### src/rtl/arm_fetch.sv
// Instruction prefetch unit: walks sequential word addresses into a small FIFO feeding arm_core.
// Optional macro ARM_FETCH_PERF_EN adds a 32-bit fetch_count output counting delivered instructions.
module arm_fetch #(
   parameter logic [29:0] RESET_ADDR = 30'h0000_0000,
   parameter int          FIFO_DEPTH = 2
) (
   input  logic        clk,
   input  logic        rst,
   output logic        imem_req,
   output logic [29:0] imem_addr,
   input  logic        imem_ack,
   input  logic [31:0] imem_data,
   output logic [31:0] inst,
   output logic [29:0] inst_pc,
   output logic        inst_valid,
   input  logic        inst_ready,
   input  logic        redirect,
   input  logic [29:0] redirect_addr,
   input  logic        halt
`ifdef ARM_FETCH_PERF_EN
   ,
   output logic [31:0] fetch_count
`endif
);

   typedef enum logic [1:0] {IDLE, REQ, DISCARD} state_t;

   typedef struct packed {
      logic [31:0] inst;
      logic [29:0] pc;
   } entry_t;

   localparam logic [2:0] DEPTH_C = 3'(FIFO_DEPTH);

   state_t      r_state;
   logic [29:0] r_fetch_pc;
   logic [2:0]  r_count;
   entry_t      r_fifo [FIFO_DEPTH];

   logic        w_push;
   logic        w_pop;
   logic [2:0]  w_count_nxt;
   logic [2:0]  w_wr_idx;
   logic [29:0] w_pc_inc;
   logic [29:0] w_next_pc;

   // A redirect kills both the head hand-off and any arriving data on the same edge.
   assign w_pop       = inst_valid && inst_ready && !redirect;
   assign w_push      = (r_state == REQ) && imem_ack && !redirect;
   assign w_count_nxt = r_count + {2'b00, w_push} - {2'b00, w_pop};
   assign w_wr_idx    = r_count - {2'b00, w_pop};
   assign w_pc_inc    = r_fetch_pc + 30'd1;
   assign w_next_pc   = redirect ? redirect_addr : r_fetch_pc;

   assign inst_valid = (r_count != 3'd0);
   assign inst       = r_fifo[0].inst;
   assign inst_pc    = r_fifo[0].pc;

   always_ff @(posedge clk or posedge rst) begin
      if (rst) begin
         r_state    <= IDLE;
         r_fetch_pc <= RESET_ADDR;
         imem_req   <= 1'b0;
         imem_addr  <= RESET_ADDR;
      end else begin
         if (redirect)
            r_fetch_pc <= redirect_addr;
         case (r_state)
            IDLE: begin
               if (!halt && (redirect || r_count < DEPTH_C)) begin
                  r_state   <= REQ;
                  imem_req  <= 1'b1;
                  imem_addr <= w_next_pc;
               end
            end
            REQ: begin
               if (imem_ack) begin
                  if (!redirect)
                     r_fetch_pc <= w_pc_inc;
                  // Back-to-back only while the FIFO still has room after this edge's push/pop.
                  if (!halt && (redirect || w_count_nxt < DEPTH_C)) begin
                     imem_addr <= redirect ? redirect_addr : w_pc_inc;
                  end else begin
                     r_state  <= IDLE;
                     imem_req <= 1'b0;
                  end
               end else if (redirect) begin
                  r_state <= DISCARD;
               end
            end
            DISCARD: begin
               if (imem_ack) begin
                  if (!halt) begin
                     r_state   <= REQ;
                     imem_addr <= w_next_pc;
                  end else begin
                     r_state  <= IDLE;
                     imem_req <= 1'b0;
                  end
               end
            end
            default: begin
               r_state  <= IDLE;
               imem_req <= 1'b0;
            end
         endcase
      end
   end

   // Shift FIFO: entry 0 is always the head, so inst/inst_pc need no read mux.
   always_ff @(posedge clk or posedge rst) begin
      if (rst) begin
         r_count <= 3'd0;
         // NOTE: the storage is reset too because the head entry drives inst/inst_pc, which must read 0 after reset.
         for (int i = 0; i < FIFO_DEPTH; i++)
            r_fifo[i] <= '0;
      end else if (redirect) begin
         r_count <= 3'd0;
      end else begin
         r_count <= w_count_nxt;
         if (w_pop)
            for (int i = 0; i < FIFO_DEPTH - 1; i++)
               r_fifo[i] <= r_fifo[i + 1];
         if (w_push)
            for (int i = 0; i < FIFO_DEPTH; i++)
               if (3'(i) == w_wr_idx)
                  r_fifo[i] <= '{inst: imem_data, pc: r_fetch_pc};
      end
   end

`ifdef ARM_FETCH_PERF_EN
   always_ff @(posedge clk or posedge rst) begin
      if (rst)
         fetch_count <= 32'd0;
      else if (w_pop)
         fetch_count <= fetch_count + 32'd1;
   end
`endif

endmodule
### config.mk
export PLATFORM = sky130hd
export DESIGN_NAME = arm_fetch
export DESIGN_NICKNAME = d
export VERILOG_FILES = /design/src/rtl/arm_fetch.sv
export SDC_FILE = /design/constraint.sdc
export NUM_CORES = 1
export LEC_CHECK = 0
export BUFFER_PORTS_ARGS = -buffer_cell sky130_fd_sc_hd__buf_2
export CAP_MARGIN = 20
export CORE_ASPECT_RATIO = 1.25
export CORE_MARGIN = 2
export CORE_UTILIZATION = 51
export CTS_CLUSTER_DIAMETER = 120
export DETAILED_ROUTE_END_ITERATION = 7
export PLACE_DENSITY_LB_ADDON = 0.2
export SYNTH_ARGS = -nofsm -noshare
export SYNTH_HDL_FRONTEND = slang
export SYNTH_SLANG_ARGS = --single-unit
### constraint.sdc
create_clock -name clk -period 6.42 [get_ports clk]
set_input_delay 0.963 -clock clk [delete_from_list [all_inputs] [get_ports clk]]
set_output_delay 0.963 -clock clk [all_outputs]
set_load 0.005 [all_outputs]
# == Word-level counts from Yosys, hierarchy flattened ==
# Index checks and enable logic that the tools add are counted.
# word_totals
ff_bits,190
input_bits,68
out_inout_bits,94
# op_classes
addsub,4
magnitude_cmp,2
n_eq_ne,12
mux,29
bitwise,1
reduce_logical,18
# op_table
op,n
30-bit 2-to-1 mux,10
62-bit 2-to-1 mux,3
124-bit 2-to-1 mux,1
30-bit case mux with 3 select lines,1
"30-bit by 1-bit adder with 30-bit output, second input constant",1
"2-bit != test, second input constant",6
2-bit 2-to-1 mux,5
1-bit logical AND,6
"3-bit by 2-bit < comparator with 1-bit output, second input constant",2
1-bit 2-to-1 mux,6
"3-bit != test, second input constant",2
2-bit case mux with 3 select lines,1
6-bit AND reduction,1
3-bit nonzero test,2
3-bit by 1-bit subtractor with 3-bit output,2
5-bit AND reduction,1
4-bit AND reduction,1
3-bit by 1-bit adder with 3-bit output,1
"1-bit by 3-bit == test with 1-bit output, first input constant",1
3-bit logical NOT,1
3-bit 2-to-1 mux,1
1-bit case mux with 3 select lines,1
3-bit AND reduction,1
"2-bit by 1-bit == test with 1-bit output, second input constant",1
other kinds (6),8

# == Longest topological paths before layout ==
# Gate-level depths: netlist of the first run.
# logic_depth
depth_word,11
ltp_mapped,17

# == Worst setup path after synthesis of the first run ==
# Ideal clock, no wire load.
# synth_path
kind,input to register
from,input port redirect
to,register imem_addr[25]
t_arrival_ns,4.046
required_time_ns,6.333
path_slack_ns,2.287
path_stages,16
path_cell_list,buf_2 -> inv_1 -> and3_1 -> buf_2 -> buf_1 -> ha_1 -> inv_1 -> ha_1 -> inv_1 -> fa_1 -> xnor2_1 -> nand3_1 -> a31o_2 -> buf_2 -> a211o_1 -> a22oi_1
# synth_between
elab_chain_len,9
elab_cells_between_ends,21
# synth_lines
element,line,source
from (decl),17,"input logic redirect,"
1-bit logical NOT,-,
1-bit logical AND,49,assign w_push = (r_state == REQ) && imem_ack && !redirect;
3-bit by 1-bit adder with 3-bit output,50,"assign w_count_nxt = r_count + {2'b00, w_push} - {2'b00, w_pop};"
3-bit by 1-bit subtractor with 3-bit output,50,
3-bit by 2-bit < comparator with 1-bit output,81,if (!halt && (redirect || w_count_nxt < DEPTH_C)) begin
1-bit logical OR,81,
1-bit logical AND,81,
2-bit by 1-bit != test with 1-bit output (no line),-,
6-bit AND reduction (no line),-,
to (signal assigned),73,imem_addr <= w_next_pc;
to (signal assigned),82,imem_addr <= redirect ? redirect_addr : w_pc_inc;
to (signal assigned),95,imem_addr <= w_next_pc;
to (decl),10,"output logic [29:0] imem_addr,"
# Parallel ways exist; a longest one is shown, timed or not. The select of a mux whose other input is x is not followed.
# A chain may end at the register's enable or synchronous reset.

# == Worst setup path after layout of the first run ==
# layout_path
from,input port redirect
to,register imem_addr[24]
# Same word-level chain as after synthesis.

==> results of run 1 <==
## cell usage after synthesis, types with 2 or more instances
master    number
dfrtp_1      190
mux2i_1       92
nor2_1        84
a21oi_1       70
buf_4         62
mux2_1        61
nand2_1       49
clkbuf_1      31
buf_2         25
xor2_1        22
xnor2_1       20
mux2_2        19
inv_1         17
nand3_1       15
nand4_1       14
nor3_1        14
buf_1         13
o21ai_0       11
nor4_1        10
o21ai_1       10
nand2b_1       8
and3_1         6
ha_1           6
a21boi_1       4
and2_1         4
nor2b_1        4
nand3b_1       3
nor3b_1        3
nor4_2         3
o31ai_1        3
a211o_1        2
a211oi_1       2
a221oi_1       2
a221oi_2       2
a22oi_1        2
a32o_1         2
and4_1         2
nand4b_1       2
o21a_1         2
or4_1          2
## placed cells by master (no fill, tap or decap), drive strengths merged, types with 6 or more instances in the layout
cell type / n
inv: 21
and3: 6
nor4: 14
nor3: 14
dfrtp: 190
mux2: 80
nand2b: 8
a21oi: 70
clkinv: 6
xor2: 22
nor2: 84
buf: 174
ha: 6
nand4: 16
mux2i: 92
nand2: 49
clkbuf: 18
nand3: 15
o21ai: 21
xnor2: 20
## sequential cells by signal, indices dropped and copies added, names as in the netlist
register,count
r_fifo,62
inst,32
imem_addr,30
inst_pc,30
r_fetch_pc,30
r_count,3
r_state,2
imem_req,1
## path summary, 6_finish.rpt
kind | endpoint | cells past startpoint | slack [ns]
worst max-delay path | imem_addr[24]$_DFFE_PP0P_ | 16 | 2.48
worst min-delay path | imem_addr[20]$_DFFE_PP0P_ | 2 | 0.48
worst max register to register | imem_addr[24]$_DFFE_PP0P_ | 14 | 2.71
worst min register to register | imem_addr[20]$_DFFE_PP0P_ | 2 | 0.48
max in group asynchronous | imem_addr[22]$_DFFE_PP0P_ | 3 | 4.39
min in group asynchronous | r_fifo[60]$_DFFE_PP0P_ | 2 | 0.76
## critical path, stage by stage
cell	delay [ns]
buf_2	0.10
inv_1	0.04
buf_4	0.28
and3_1	0.27
inv_1	0.06
ha_1	0.27
inv_1	0.06
ha_1	0.13
inv_1	0.05
fa_1	0.37
xnor2_1	0.16
nand3_1	0.10
a31o_2	0.59
buf_4	0.43
a21oi_1	0.07
a32o_1	0.29
## final cells by class
type / count / area, um2 / area share (%)
flip-flops and latches: 190 / 4755 / 44.04
multi-input cells: 575 / 4183 / 38.74
repair buffers: 174 / 923.4 / 8.553
clock buffers: 18 / 439.2 / 4.068
well taps: 232 / 290.3 / 2.689
clock inverters: 14 / 135.1 / 1.252
inverters: 17 / 71.32 / 0.6606
## kinds of logic (layout without fill, tap and decap cells)
group	Yosys count	count (layout)	synth area share (%)
compound gates	122	122	7.429
xor+xnor	42	42	3.772
fa+ha+maj	7	7	0.9751
buf+inv	148	223	8.404
flops	190	190	48.76
mux	172	172	18.68
simple gates	232	232	11.98
## power by group through the flow
stage | sequential (mW) | combinational, mW | clock, mW
finish | 1.99 | 1.26 | 1.03
global route | 2.05 | 1.43 | 1.11
CTS | 1.99 | 1.28 | 1.06
floorplan | 1.90 | 1.09 | 0
detailed placement | 2.01 | 1.28 | 0
global placement | 2.00 | 1.24 | 0
## routing by layer
layer | wire length, um | vias to the layer above
li1 | - | 3220
met1 | 9552 | 3222
met2 | 10410 | 177
met3 | 1005 | 19
met4 | 298 | 0
met5 | 0 | -
==> metrics.cfg, run 1 <==
[logic_synthesis]
synth_top_area_share_pct = 48.76
synth.distinct_cells = 60
syn_avg_cell_area_um2 = 10.68
ys_ff_latch = 190
synthTopCellsByArea = dfrtp_1 (49%), mux2i_1 (9.4%), mux2_1 (7.0%)
yosysSeqAreaShare_pct = 48.76
synth_top_area_cell = dfrtp_1
synth_cells = 913
synth_nets = 988
ys.flop_type = dfrtp_1
yosys_warnings = 0
syn_area_um2 = 9752
synth-edff-count = 0
synthArstFlopShare_pct = 100.0

[clocking]
cts_tree = done
root_buffer = clkbuf_16
ctsHoldBuffers = 0
htreeDepth = 4
clockBufferDepth = 2
post-cts-setup-buffers = 0
cts_buffers = 17
clk_latency_ns = 0.43
cts_sinks = 190
cts_resized = 0
clk_pin_slew_ns = 0.08

[pwr]
p_switching_mw = 1.399
pwr-share-comb_pct = 29.4
p_clk_share_pct = 24.1
irDropWorstVdd_mv = 0.2218
leakagePower_nw = 5.047
p_int_mw = 2.878
p_total_mw = 4.277
power_switching_share_pct = 32.71
p_per_area_nw_per_um2 = 396.1
power_frac_seq_pct = 46.4

[grt]
grt_use_met3_pct = 3.931
top_usage_layer = met2
use_met1_pct = 29.70
gr-usage-met2_pct = 36.03
gr-total-overflow = 0
grt.total_usage_pct = 21.88
grt_max_degree = 139
antenna_found_initial = 0
first_global_vias = 6593
grt_pass1_wl_mm = 34.87

[hold_path]
hp-start = imem_addr[20]$_DFFE_PP0P_
hp-class = reg2reg

[layout]
antenna_cells = 0
fin_cells = 1220
fill_cells = 1662
postLayoutCoreUtil_pct = 57.50
final_area_um2 = 10800
nNetsFinal = 1050
synthToLayoutAreaGrowth_pct = 10.71
layout-drive-gt1-share_pct = 24.09

[sta]
layout_min_cycle_time_ns = 3.939
setup_viol = 0
fin_crit_sh_pct = 61.35
max_freq_mhz = 253.9
setup_ws_ns = 2.481
finalHoldViolCount = 0
whs_ns = 0.4833
setup_tns_ns = 0
skew_ns = 0.01479
rsz0062_at_grt = false
slew_violations = 0
slew_headroom_pct = 36.17
worstMarginPinSlew_ns = 0.9575

[worst_setup_path]
critPathLaunchType = primary input
r2r-start = r_state[0]$_DFFE_PP0P_
arrival_ns = 4.26
path_max_fanout = 32
end_kind = register
path_class = in2reg
worstPathRequired_ns = 6.74
crit_start = redirect

[placement]
place.gp.congestion = 0.8224
dp_hpwl_mm = 14.35
place_inst = 1187
post-place-ws_ns = 2.015
io_buffers = 161
dpl_cell_area_um2 = 10200

[run_status]
outcome = finished, final reports clean

[floorplanning]
start_util_pct = 51.93
core_um2 = 18780
die_x_um = 127.7
die_area_um2 = 20250
rows = 56
fp.dieH_um = 158.6
io_pins = 162

[routing]
wire_per_inst_um = 17.43
firstDrtPassIters = 5
viasPerCell = 5.441
remaining_drc_errors = 0
vias = 6638
drtIter0Drc = 404
routed_wl_mm = 21.27
drt.antenna.violating_nets = 0

[flow_run]
maxCapViolCount = 0

(Power assumes the default switching activity.)
==> run 2, diff against run 1 <==
--- a/config.mk
+++ b/config.mk
@@ -5,11 +5,12 @@
 export SDC_FILE = /design/constraint.sdc
 export NUM_CORES = 1
 export LEC_CHECK = 0
+export ABC_AREA = 1
 export BUFFER_PORTS_ARGS = -buffer_cell sky130_fd_sc_hd__buf_2
 export CAP_MARGIN = 20
 export CORE_ASPECT_RATIO = 1.25
 export CORE_MARGIN = 2
-export CORE_UTILIZATION = 51
+export CORE_UTILIZATION = 52
 export CTS_CLUSTER_DIAMETER = 120
 export DETAILED_ROUTE_END_ITERATION = 7
 export PLACE_DENSITY_LB_ADDON = 0.2
==> constraint.sdc (replaced) <==
create_clock -name clk -period 3.5 [get_ports clk]
set_input_delay 0.525 -clock clk [delete_from_list [all_inputs] [get_ports clk]]
set_output_delay 0.525 -clock clk [all_outputs]
set_load 0.005 [all_outputs]
==> run 2 against run 1 <==
Critical path depth is 1 higher. Register-to-register slack got worse by 2.2 ns. Clock power is 92% higher. Hold slack lost 0.19 ns.
==> metrics.cfg, run 2 <==
[logic_synthesis]
synthTopCellsByArea = dfrtp_1 (48%), nand2_1 (16%), o21ai_0 (8.6%)
synth_top_family_by_area = simple AND/OR/NAND/NOR gates
synth_top_area_cell = dfrtp_1
synthTopCellsByCount = nand2_1 (418), dfrtp_1 (190), o21ai_0 (171), nor2_1 (125), inv_1 (119)
syn_avg_cell_area_um2 = 7.451  ; -30%
synth_top_area_share_pct = 47.76  ; -0.99 points
synthSimpleGateAreaFrac_pct = 26.34  ; +14 points
yosysSeqAreaShare_pct = 47.76  ; -0.99 points
yosys_warnings = 0  ; unchanged
synthAdderAreaFrac_pct = 0.9553  ; -0.020 points
syn_area_um2 = 9955  ; +2.1%
synth_nets = 1411  ; +43%
ys.flop_type = dfrtp_1
ys_ff_latch = 190  ; unchanged
synth.mux.area_fraction_pct = 0  ; -19 points
synthArstFlopShare_pct = 100.0  ; unchanged
yosysMostFrequentCell = nand2_1
synth-edff-count = 0  ; unchanged
synth.distinct_cells = 35  ; -42%
synth_compound_area_share_pct = 12.48  ; +5.1 points
synth_cells = 1336  ; +46%
synth_xor_area_share_pct = 0.08798  ; -3.7 points

[worst_setup_path]
r2r-start = r_state[1]$_DFFE_PP0P_
path_class = reg2reg
end_kind = register
path_max_fanout = 44  ; +38%
rrSetupSlack_ns = 0.47  ; -2.24 ns
reg2reg_depth = 17  ; +3
arrival_ns = 3.35  ; -0.91 ns
critPathLaunchType = register
worstPathRequired_ns = 3.82  ; -2.92 ns
r2r_end = imem_addr[13]$_DFFE_PP0P_

[sta]
skew_ns = 0.009448  ; -0.005338 ns
fin_crit_sh_pct = 86.46
worstMarginPinSlew_ns = 0.8484  ; -0.1091 ns
layout_min_cycle_time_ns = 3.026
rsz0062_at_grt = false
slew_violations = 0  ; unchanged
setup_tns_ns = 0  ; unchanged
setup_ws_ns = 0.4740  ; -2.007 ns
slew_headroom_pct = 43.44  ; +7.3 points
finalHoldViolCount = 0  ; unchanged
whs_ns = 0.2931  ; -0.1902 ns
setup_viol = 0  ; unchanged
max_freq_mhz = 330.5

[routing]
firstDrtPassIters = 7  ; +2
drtIter0Drc = 656  ; +62%
drt.antenna.violating_nets = 0  ; unchanged
routed_wl_mm = 24.70  ; +16%
viasPerCell = 5.220  ; -4.1%
vias = 8618  ; +30%
remaining_drc_errors = 0  ; unchanged
wire_per_inst_um = 14.96  ; -14%

[clocking]
root_buffer = clkbuf_16
cts_tree = done
cts_sinks = 190  ; unchanged
clk_pin_slew_ns = 0.07  ; about the same
clk_latency_ns = 0.43  ; about the same
ctsHoldBuffers = 0  ; unchanged
clockBufferDepth = 2  ; unchanged
cts_buffers = 17  ; unchanged
post-cts-setup-buffers = 0  ; unchanged
htreeDepth = 4  ; unchanged

[pwr]
p_int_mw = 5.800  ; +100%
power_switching_share_pct = 41.05  ; +8.3 points
irDropWorstVdd_mv = 0.4029  ; +82%
p_clk_share_pct = 20.1  ; -4.0 points
p_total_mw = 9.838  ; +130%
pwr-share-comb_pct = 40.7  ; +11 points
p_switching_mw = 4.038  ; +190%
power_frac_seq_pct = 39.2  ; -7.2 points
p_per_area_nw_per_um2 = 888.5  ; +120%
leakagePower_nw = 5.867  ; +16%

[grt]
grt_pass1_wl_mm = 40.17  ; +15%
first_global_vias = 8048  ; +22%
grt_max_degree = 127  ; -8.6%
gr-total-overflow = 0  ; unchanged
antenna_found_initial = 0  ; unchanged
grt.total_usage_pct = 24.95  ; +3.1 points

[placement]
place_inst = 1620  ; +36%
dp_hpwl_mm = 17.11  ; +19%
io_buffers = 161  ; unchanged
post-place-ws_ns = 0.1389  ; -1.876 ns
place.gp.congestion = 0.9214  ; +12%

[layout]
antenna_cells = 0  ; unchanged
final_cell_mix = nand2_1 (416), dfrtp_1 (190), o21ai_0 (171)
synthToLayoutAreaGrowth_pct = 11.22
nNetsFinal = 1482  ; +41%
fin_cells = 1651  ; +35%
largest_reg_flops = 62  ; unchanged
final_common_cell = nand2_1
regMostFlops = r_fifo
layout-drive-gt1-share_pct = 16.07  ; -8.0 points
fill_cells = 1751  ; +5.4%

[run_status]
outcome = finished, final reports clean

[floorplanning]
die_area_um2 = 20270  ; +0.11%
rows = 56  ; unchanged
io_pins = 162  ; unchanged
fp.dieH_um = 158.7  ; about the same
die_x_um = 127.8  ; about the same
start_util_pct = 53.01  ; +1.1 points
core_um2 = 18780  ; unchanged

[hold_path]
hp-class = in2async

[flow_run]
maxCapViolCount = 0  ; unchanged

-- run 2: area by class of cell --
type	instances	area, um2	area share (%)
clock buffer	20	466.7	4.215
clock inverter	11	130.1	1.175
inverter	125	473.0	4.272
multi-input combinational	894	3979	35.94
sequential	190	4755	42.94
tap	232	290.3	2.622
timing repair buffer	179	978.4	8.837
-- run 2: timing repair --
action,CTS,global route
gates resized for setup,0,1
endpoints found under the setup margin,0,1
hold endpoints to repair,0,0
-- run 2: power groups by stage --
stage | registers (mW) | clock network [mW] | logic [mW]
6_report | 3.85 | 1.98 | 4.01
5_1_grt | 3.97 | 2.10 | 4.62
4_1_cts | 3.85 | 2.01 | 4.04
3_5_place_dp | 3.87 | 0 | 4.03
3_3_place_gp | 3.86 | 0 | 3.93
2_1_floorplan | 3.70 | 0 | 3.20
-- run 2: worst max-delay path: stages (launching register included) --
cell	delay (ns)
dfrtp_1	0.50
nor2_8	0.16
nand2_4	0.08
nor2_8	0.09
inv_1	0.05
ha_1	0.26
inv_1	0.05
ha_1	0.13
inv_1	0.05
fa_1	0.49
nor2_1	0.05
nor2_1	0.13
nand2_1	0.09
o21ai_1	0.17
nand2_2	0.09
buf_4	0.28
nor2_1	0.14
a21oi_1	0.08
-- run 2: worst max-delay path by stage --
stage                            from                         to  slack, ns  cells after the start
6_report       r_state[1]$_DFFE_PP0P_  imem_addr[13]$_DFFE_PP0P_       0.47                     17
3_5_place_dp                 redirect    inst_pc[23]$_DFFE_PP0N_       0.14                     13
4_1_cts          r_count[1]$_DFF_PP0_    inst_pc[23]$_DFFE_PP0N_       0.36                     13
2_1_floorplan                redirect  imem_addr[14]$_DFFE_PP0P_       0.30                     19
5_1_grt        r_state[1]$_DFFE_PP0P_  imem_addr[16]$_DFFE_PP0P_       0.22                     17
3_3_place_gp                 redirect        inst[3]$_DFFE_PP0N_       0.28                     13
-- run 2: cells by family after synthesis --
group | after synthesis
fa+ha+maj | 7
buf+inv | 252
xor+xnor | 1
flops | 190
compound gates | 240
simple gates | 646
-- run 2: per-layer routing --
| metal | global-route usage, % | part of all wire (%) | routed length, um | up-vias |
|---|---|---|---|---|
| met3 | 4.335 | 5.7 | 1420 | 37 |
| met4 | 7.745 | 2.1 | 530 | 0 |
| met2 | 40.82 | 47 | 11490 | 275 |
| met5 | 0 | 0 | 0 | - |
| li1 | - | - | - | 4318 |
| met1 | 34.09 | 46 | 11250 | 3988 |
-- run 2: metrics by stage --
| stage | area (um2) | utilization, % |
|---|---|---|
| 6_report | 11070 | 58.96 |
| 5_1_grt | 11070 | 58.96 |
| 4_1_cts | 11070 | 58.95 |
| 3_5_place_dp | 10470 | 55.77 |
| 3_3_place_gp | 10470 | 55.77 |
| 2_1_floorplan | 9958 | - |
==> run 3, diff against run 2 <==
--- a/config.mk
+++ b/config.mk
@@ -8,7 +8,7 @@
 export ABC_AREA = 1
 export BUFFER_PORTS_ARGS = -buffer_cell sky130_fd_sc_hd__buf_2
 export CAP_MARGIN = 20
-export CORE_ASPECT_RATIO = 1.25
+export CORE_ASPECT_RATIO = 0.5
 export CORE_MARGIN = 2
 export CORE_UTILIZATION = 52
 export CTS_CLUSTER_DIAMETER = 120
==> run 3 against run 2 <==
Critical path depth stayed put. Die area is 0.30% higher. Largest power group unchanged. Register-to-register slack worse by 0.03 ns. Clock-buffer cell count is 2 lower. Combinational power is 2% higher. Total power is 1.2% higher. Via count is 2.7% higher. Critical endpoint is now imem_addr[11]$_DFFE_PP0P_.
==> metrics.cfg, run 3 (synthesis results as in run 2) <==
[run_status]
outcome = finished, final reports clean

[sta]
worstMarginPinSlew_ns = 0.8144  ; -0.03403 ns
setup_viol = 0  ; unchanged
slew_violations = 0  ; unchanged
slew_headroom_pct = 45.71  ; +2.3 points
setup_tns_ns = 0  ; unchanged
fin_crit_sh_pct = 87.45  ; +0.99 points
skew_ns = 0.01147  ; +0.002022 ns
rsz0062_at_grt = false
layout_min_cycle_time_ns = 3.061  ; +0.03455 ns
finalHoldViolCount = 0  ; unchanged
max_freq_mhz = 326.7  ; -1.1%
whs_ns = 0.2560  ; -0.03717 ns

[pwr]
leakagePower_nw = 5.860  ; -0.12%
p_total_mw = 9.953  ; +1.2%
irDropWorstVdd_mv = 0.4455  ; +11%
p_per_area_nw_per_um2 = 897.8  ; +1.0%

[placement]
dpl_cell_area_um2 = 10500  ; +0.25%
place.gp.congestion = 0.9156  ; -0.63%
io_buffers = 161  ; unchanged
dp_hpwl_mm = 18.55  ; +8.4%

[clocking]
clk_pin_slew_ns = 0.07  ; about the same
cts_buffers = 17  ; unchanged
htreeDepth = 4  ; unchanged
cts_resized = 0  ; unchanged
cts_sinks = 190  ; unchanged
clockBufferDepth = 2  ; unchanged
ctsHoldBuffers = 0  ; unchanged
cts_tree = done
root_buffer = clkbuf_16
post-cts-setup-buffers = 0  ; unchanged
clk_latency_ns = 0.44  ; about the same

[layout]
largest_reg_flops = 62  ; unchanged
final_cell_mix = nand2_1 (417), dfrtp_1 (190), o21ai_0 (171)
postLayoutCoreUtil_pct = 59.70  ; +0.74 points
final_common_cell = nand2_1
nNetsFinal = 1481  ; -0.067%
regMostFlops = r_fifo
final_area_um2 = 11090  ; +0.12%
antenna_cells = 0  ; unchanged
synthToLayoutAreaGrowth_pct = 11.36
layout-drive-gt1-share_pct = 16.00  ; -0.070 points

[worst_setup_path]
worstPathRequired_ns = 3.85  ; +0.03 ns
path_buf_inv = 4  ; unchanged
cpMostUsedCell = inv_1
arrival_ns = 3.41  ; +0.06 ns
path_max_fanout = 16  ; -64%
critPathLaunchType = register
cp_top_family = adder cells
critical_path.max_stage_delay_ns = 0.50  ; about the same
crit_start = r_state[1]$_DFFE_PP0P_
cp_cell_sequence = nor2_8, nand2_4, nor2_8, inv_1, ha_1, inv_1, ha_1, inv_1, fa_1, nor2_1, nor2_1, nand2_1, o21ai_1, nand2_2, inv_2, nand2_1, o21ai_0
cp_slowest_cell = dfrtp_1
r2r-start = r_state[1]$_DFFE_PP0P_
end_kind = register
path_class = reg2reg

[grt]
grt_max_degree = 138  ; +8.7%
antenna_found_initial = 1  ; +1
first_global_vias = 7869  ; -2.2%
grt_pass1_wl_mm = 41.90  ; +4.3%
gr-total-overflow = 0  ; unchanged
grt.total_usage_pct = 26.75  ; +1.8 points

[routing]
drtIter0Drc = 809  ; +23%
wire_per_inst_um = 15.70  ; +5.0%
vias = 8853  ; +2.7%
viasPerCell = 5.276  ; +1.1%
firstDrtPassIters = 5  ; -2
remaining_drc_errors = 0  ; unchanged
routed_wl_mm = 26.35  ; +6.7%
drt.antenna.violating_nets = 0  ; unchanged

[hold_path]
hp-class = in2async

[floorplanning]
rows = 35  ; -38%
core_um2 = 18570  ; -1.1%
fp.dieH_um = 101.8  ; -36%
io_pins = 162  ; unchanged
start_util_pct = 53.61  ; +0.60 points
die_x_um = 199.7  ; +56%
die_area_um2 = 20330  ; +0.30%

[flow_run]
maxCapViolCount = 0  ; unchanged

-- run 3: metrics by stage --
stage,std cells,worst slack [ns]
floorplan,1336,0.3007
global placement,1646,0.4974
detailed placement,1646,0.3823
CTS,1678,0.4489
global route,1678,0.1797
finish,1678,0.4394
-- run 3: cell type report --
class,count,area (um2)
multi-input cells,894,3976
flip-flops and latches,190,4755
repair buffers,178,970.9
clock buffers,18,439.2
clock inverters,14,147.6
inverters,125,473.0
fillers,1766,7482
well taps,259,324.1
-- run 3: worst paths after layout --
kind,cells past startpoint,slack [ns],to
worst min register to register,2,0.48,imem_addr[29]$_DFFE_PP0P_
max in group asynchronous,3,2.57,imem_addr[28]$_DFFE_PP0P_
worst max register to register,17,0.44,imem_addr[11]$_DFFE_PP0P_
worst min-delay path,3,0.26,inst[9]$_DFFE_PP0N_
worst max-delay path,17,0.44,imem_addr[11]$_DFFE_PP0P_
min in group clk,3,0.33,r_fifo[41]$_DFFE_PP0P_
-- run 3: worst reg2reg max path, stage by stage, from the launching register on --
cell,delay (ns)
dfrtp_1,0.50
nor2_8,0.16
nand2_4,0.09
nor2_8,0.10
inv_1,0.05
ha_1,0.26
inv_1,0.06
ha_1,0.14
inv_1,0.05
fa_1,0.49
nor2_1,0.07
nor2_1,0.16
nand2_1,0.09
o21ai_1,0.16
nand2_2,0.10
inv_2,0.24
nand2_1,0.09
o21ai_0,0.19
-- run 3: power by group --
group | total (mW) | internal, mW | leakage, nW | switching [mW]
Clock | 1.96 | 1.03 | 0.290 | 0.932
Sequential | 3.88 | 3.20 | 2.38 | 0.676
Combinational | 4.11 | 1.49 | 3.19 | 2.62
-- run 3: per-layer routing --
metal	track usage, %	share of wire [%]	routed length (um)
met1	42.60	50	13220
met2	36.73	40	10590
met3	5.479	8.5	2239
met4	6.724	1.1	294
met5	0	0	0
